`src/rtl/mem_port_arbiter.sv`:
```
// mem_port_arbiter
//   Shares one single-port unified memory between the IF stage (instruction
//   fetch) and the MEM stage (loads/stores) of a 5-stage MIPS pipeline.
//   Every access is sequenced through a req/ack handshake that tolerates any
//   number of wait states, with a watchdog that aborts a request after
//   MAX_WAIT cycles without mem_ack.
//
// Ports
//   clk, rst            clock (rising edge), synchronous active-high reset
//   if_req/if_addr      IF stage fetch request at the current PC
//   flush               taken branch/jump in ID, kill the fetched instruction
//   if_rdata/if_valid   one-entry instruction buffer feeding IF/ID
//   PC_load             load enable for PC and IF/ID
//   dm_read/dm_write    MEM stage load/store request
//   dm_addr/dm_wdata    MEM stage address and store data
//   dm_rdata/dm_done    registered load data, one-cycle completion pulse
//   pipe_stall          freeze ID/EX, EX/MEM, MEM/WB
//   mem_*               single-port memory request/response
//   timeout_err         sticky: some request hit the MAX_WAIT watchdog
module mem_port_arbiter #(
    parameter int ADDR_W   = 32,
    parameter int DATA_W   = 32,
    parameter int MAX_WAIT = 15
) (
    input  logic              clk,
    input  logic              rst,
    input  logic              if_req,
    input  logic [ADDR_W-1:0] if_addr,
    input  logic              flush,
    output logic [DATA_W-1:0] if_rdata,
    output logic              if_valid,
    output logic              PC_load,
    input  logic              dm_read,
    input  logic              dm_write,
    input  logic [ADDR_W-1:0] dm_addr,
    input  logic [DATA_W-1:0] dm_wdata,
    output logic [DATA_W-1:0] dm_rdata,
    output logic              dm_done,
    output logic              pipe_stall,
    output logic              mem_req,
    output logic              mem_we,
    output logic [ADDR_W-1:0] mem_addr,
    output logic [DATA_W-1:0] mem_wdata,
    input  logic [DATA_W-1:0] mem_rdata,
    input  logic              mem_ack,
    output logic              timeout_err
);

    // Counter only needs to reach MAX_WAIT-1; the cycle after that is the abort.
    localparam int CNT_W = (MAX_WAIT > 1) ? $clog2(MAX_WAIT) : 1;

    typedef enum logic [1:0] {IDLE, DATA, DRET, INST} state_t;

    state_t            state_q, state_d;
    logic [ADDR_W-1:0] mem_addr_q, mem_addr_d;
    logic              mem_we_q, mem_we_d;
    logic [DATA_W-1:0] mem_wdata_q, mem_wdata_d;
    logic [DATA_W-1:0] if_rdata_q, if_rdata_d;
    logic              if_valid_q, if_valid_d;
    logic [DATA_W-1:0] dm_rdata_q, dm_rdata_d;
    logic              timeout_q, timeout_d;
    logic              discard_q, discard_d;
    logic [CNT_W-1:0]  wait_cnt_q, wait_cnt_d;

    logic dm_any;
    logic wait_expired;

    assign dm_any       = dm_read | dm_write;
    // DRET is the one cycle the MEM stage result is ready, so the pipe may move.
    assign pipe_stall   = dm_any & (state_q != DRET);
    assign PC_load      = (if_valid_q | flush) & ~pipe_stall;
    assign wait_expired = (wait_cnt_q == CNT_W'(MAX_WAIT - 1));

    always_comb begin
        state_d     = state_q;
        mem_addr_d  = mem_addr_q;
        mem_we_d    = mem_we_q;
        mem_wdata_d = mem_wdata_q;
        if_rdata_d  = if_rdata_q;
        if_valid_d  = if_valid_q;
        dm_rdata_d  = dm_rdata_q;
        timeout_d   = timeout_q;
        discard_d   = discard_q;
        wait_cnt_d  = wait_cnt_q;

        // IF/ID took the instruction, or a redirect made it stale.
        if (PC_load || flush) begin
            if_valid_d = 1'b0;
        end

        case (state_q)
            IDLE: begin
                if (dm_any) begin
                    state_d     = DATA;
                    mem_addr_d  = dm_addr;
                    mem_we_d    = dm_write;   // read+write together is a store
                    mem_wdata_d = dm_wdata;
                    wait_cnt_d  = '0;
                end else if (if_req && !if_valid_q) begin
                    state_d     = INST;
                    mem_addr_d  = if_addr;
                    mem_we_d    = 1'b0;
                    mem_wdata_d = '0;
                    wait_cnt_d  = '0;
                    // A redirect in the launch cycle makes if_addr stale already.
                    discard_d   = flush;
                end
            end
            DATA: begin
                if (mem_ack) begin
                    if (!mem_we_q) begin
                        dm_rdata_d = mem_rdata;
                    end
                    state_d = DRET;
                end else if (wait_expired) begin
                    // Abort but still complete so the pipeline cannot deadlock.
                    timeout_d  = 1'b1;
                    dm_rdata_d = '0;
                    state_d    = DRET;
                end else begin
                    wait_cnt_d = wait_cnt_q + 1'b1;
                end
            end
            DRET: begin
                state_d = IDLE;
            end
            INST: begin
                if (flush) begin
                    discard_d = 1'b1;
                end
                if (mem_ack) begin
                    if (!(discard_q || flush)) begin
                        if_rdata_d = mem_rdata;
                        if_valid_d = 1'b1;
                    end
                    discard_d = 1'b0;
                    state_d   = IDLE;
                end else if (wait_expired) begin
                    timeout_d = 1'b1;
                    discard_d = 1'b0;
                    state_d   = IDLE;
                end else begin
                    wait_cnt_d = wait_cnt_q + 1'b1;
                end
            end
            default: state_d = IDLE;
        endcase
    end

    always_ff @(posedge clk) begin
        if (rst) begin
            state_q     <= IDLE;
            mem_addr_q  <= '0;
            mem_we_q    <= 1'b0;
            mem_wdata_q <= '0;
            if_rdata_q  <= '0;
            if_valid_q  <= 1'b0;
            dm_rdata_q  <= '0;
            timeout_q   <= 1'b0;
            discard_q   <= 1'b0;
            wait_cnt_q  <= '0;
        end else begin
            state_q     <= state_d;
            mem_addr_q  <= mem_addr_d;
            mem_we_q    <= mem_we_d;
            mem_wdata_q <= mem_wdata_d;
            if_rdata_q  <= if_rdata_d;
            if_valid_q  <= if_valid_d;
            dm_rdata_q  <= dm_rdata_d;
            timeout_q   <= timeout_d;
            discard_q   <= discard_d;
            wait_cnt_q  <= wait_cnt_d;
        end
    end

    // mem_req follows state so a reset or abort drops it at the same edge.
    assign mem_req     = (state_q == DATA) || (state_q == INST);
    assign mem_we      = mem_we_q;
    assign mem_addr    = mem_addr_q;
    assign mem_wdata   = mem_wdata_q;
    assign if_rdata    = if_rdata_q;
    assign if_valid    = if_valid_q;
    assign dm_rdata    = dm_rdata_q;
    assign dm_done     = (state_q == DRET);
    assign timeout_err = timeout_q;

endmodule
```
`config.mk`:
```
export PLATFORM = sky130hd
export DESIGN_NAME = mem_port_arbiter
export DESIGN_NICKNAME = d
export VERILOG_FILES = /design/src/rtl/mem_port_arbiter.sv
export SDC_FILE = /design/constraint.sdc
export NUM_CORES = 1
export LEC_CHECK = 0
export CAP_MARGIN = 20
export CORE_ASPECT_RATIO = 0.8
export CORE_MARGIN = 1
export CORE_UTILIZATION = 43
export DETAILED_ROUTE_END_ITERATION = 7
export PLACE_DENSITY = 0.95
export REMOVE_ABC_BUFFERS = 1
export SYNTH_ARGS = -nofsm -noshare
export SYNTH_HDL_FRONTEND = slang
export SYNTH_SLANG_ARGS = --single-unit
export TNS_END_PERCENT = 100
```
`constraint.sdc`:
```
create_clock -name clk -period 5.5 [get_ports clk]
set_input_delay 0.55 -clock clk [delete_from_list [all_inputs] [get_ports clk]]
set_output_delay 0.55 -clock clk [all_outputs]
set_load 0.02 [all_outputs]
```
==> metrics <==
overall power=between 3 and 4 mW; CTS Buf Count=17; RSZ-0062 raised after global routing=false; Final Hold Fails=0; 1st-iter DRT viols=approximately 330; Met3 Routed Length=around 1.5 mm; setup TNS=0 ps; FMAX=0.381 GHz; synth unique cells=39; CP Data Arrival Time=2070 ps; Final ANT Viol Nets=0; share of synthesized registers carrying an async set or reset=0; routability cong.=around 0.8; area of the multi-input gates=about 0.0022 mm^2; startpoint types=flop; Die Area=0.0126 mm^2; min Tclk post-route=2620 ps; # hold bufs at CTS=0; first-pass GRT wire length=roughly 27 mm; Layout fillers=797; Total GRT Usage=0.273; placed cells=between 900 and 1,000; Buffers on Ports=269; PD cells=between 400 and 500 mW/mm^2; Max stage delay on crit path=560 ps; Top Metal Used=met4; Synth-to-Final Area Change=63.4%; Clock Path Buffers=2; ys flop type=dfxtp_1; Max-Cap Viols=0; Antenna Cells=0; initial antenna violation count=0; delay-heaviest family, CP=buffers and inverters; CTS sink cnt=roughly 140; Clock Pin Slew Worst Setup and Hold Paths=60 ps; CP max stage cell=clkdlybuf4s50_1; detailed placer's ending HPWL=between 10 and 15 mm; share of cells above drive strength 1=0.0588; synthesized cell area=0.00524 mm^2; vias in the first global route=5,277; clock tree from TritonCTS=built; Setup-failing EPs final=0; Routed met1 length=6.48 mm; sequential share of the synthesized area=0.527; worst slack, placed=2570 ps; Crit. End Element=output pin; die extent in x=~130 um; pins over their slew limit=0; Worst-Skew Late Latency=410 ps; Post-synth EDFFs=0; NumNets Final=about 1,000; H-tree depth=4; clock tree root driver cell=clkbuf_16; routed via count=5,474; register area=0.00276 mm^2; Mean Syn Cell Area=8.61 um^2; die height=101 um; most frequent cell after synthesis=dfxtp_1; Yosys reg bits=138; GRT overflow=0; drt first pass iters=8; cell taking the most area after synthesis=dfxtp_1; vias per std cell=5.39; top-area cell type share of the netlist area=0.527; worst path bufs/invs=2; DRC=17; critical path required time=approximately 5000 ps; # IOs=270; largest net degree at the start of global routing=83; Starting Density=0.448; core area=between 0.01 and 0.015 mm^2; buffer count from post-CTS setup fixing=0; peak supply drop=0.000251 V; met2 wire length=8.90 mm; Period Utilization, post-route=0.477; Area contributors post-synth=dfxtp_1 53%, a22oi_1 9.4%, nand2_1 9.4%; worst slew pin tran=around 840 ps; Post-synth top cells=138 x dfxtp_1, 132 x nand2_1, 104 x nor2_1, 66 x a22oi_1, 37 x a21oi_1; crit path cell chain=inv_1 -> ha_1 -> or2_2 -> clkdlybuf4s50_1; P_leak=roughly 3.2 nW; Worst Hold Class=reg -> reg; Post-Layout Cell Count=1,015; Crit Path Max Fanout=7; Worst slew margin=0.443; Ys Warns=0; total wire length=between 15 and 20 mm; final clock skew=11.4 ps; drt wl/cell=17.3 um; status=finished, violations left; post-route setup slack=2880 ps; Cells after Synth=just over 600; cell row count=35; failing checks=DRC; post-cts resize count=0; critical path type=reg -> out
[registers in the layout (all words and copies together) (netlist names)]
register	flops
discard_q	1
wait_cnt_q	4
mem_we	1
dm_rdata	32
mem_addr	32
if_valid	1
state_q	2
timeout_err	1
if_rdata	32
mem_wdata	32
[final timing paths]
kind | startpoint | cells after the start | to | slack, ps
setup / recovery | state_q[1] | 4 | mem_req | 2880
hold / removal | if_rdata[28] | 2 | if_rdata[28] | 450
setup reg to reg | state_q[0] | 6 | mem_addr[21] | 3420
hold reg to reg | if_rdata[28] | 2 | if_rdata[28] | 450
[report_power, final]
part | switching (mW) | internal [mW] | leakage (nW) | total (mW)
clock | 0.441 | 0.681 | 0.275 | 1.12
combinational | 0.607 | 0.499 | 1.78 | 1.11
sequential | 0.0862 | 1.15 | 1.13 | 1.23
[per-stage QoR]
step                instance area (um^2)   util  hold slack, ps
floorplan                           4990      -             490
global placement                    7960  0.680             441
detailed placement                  7960  0.680             447
CTS                                 8540  0.730             456
global route                        8570  0.733             475
finish                              8570  0.733             451
[cell type report]
cell class,count,area share
clock inverter,13,0.0168
sequential,138,0.322
tap,148,0.0216
multi-input combinational,415,0.261
inverter,5,0.00219
clock buffer,18,0.0513
timing repair buffer,278,0.324
[cells in the final DEF (no fill, tap or decap), types with 2 or more instances in the layout]
| master | Yosys | final |
|---|---|---|
| nor2_2 | 1 | 2 |
| mux2i_1 | 2 | 2 |
| nand2b_1 | 3 | 3 |
| a311oi_1 | 32 | 32 |
| clkinv_4 | 0 | 2 |
| a211oi_1 | 4 | 4 |
| clkinv_2 | 0 | 2 |
| clkdlybuf4s50_1 | 0 | 268 |
| a31oi_1 | 2 | 2 |
| bufinv_16 | 0 | 2 |
| inv_6 | 0 | 3 |
| a22oi_1 | 66 | 66 |
| nand2_1 | 132 | 132 |
| o21ai_0 | 2 | 2 |
| ha_1 | 7 | 7 |
| or4b_1 | 2 | 2 |
| nor2_1 | 104 | 103 |
| clkbuf_16 | 0 | 17 |
| inv_1 | 4 | 4 |
| buf_4 | 3 | 9 |
| nor2b_1 | 2 | 2 |
| clkinvlp_4 | 0 | 4 |
| dfxtp_1 | 138 | 138 |
| nand3_1 | 2 | 2 |
| a21oi_1 | 37 | 37 |
[tightest hold or removal path: cells and delay by family, from the launching register on]
family / cells / cell delay [ps]
flops: 1 / 310
compound gates: 1 / 50
simple gates: 1 / 50
[cell families after synthesis]
family,after synthesis,synth area share
simple gates,255,0.196
compound gates,151,0.206
mux,2,0.00382
buf+inv,56,0.0511
fa+ha+maj,7,0.0167
flops,138,0.527
[metal layers]
layer  vias up  global-route usage
li1       2599                   -
met1      2568               0.296
met2       263               0.486
met3        44              0.0860
met4         0               0.137
met5         -                   0
(Power assumes the default switching activity.)
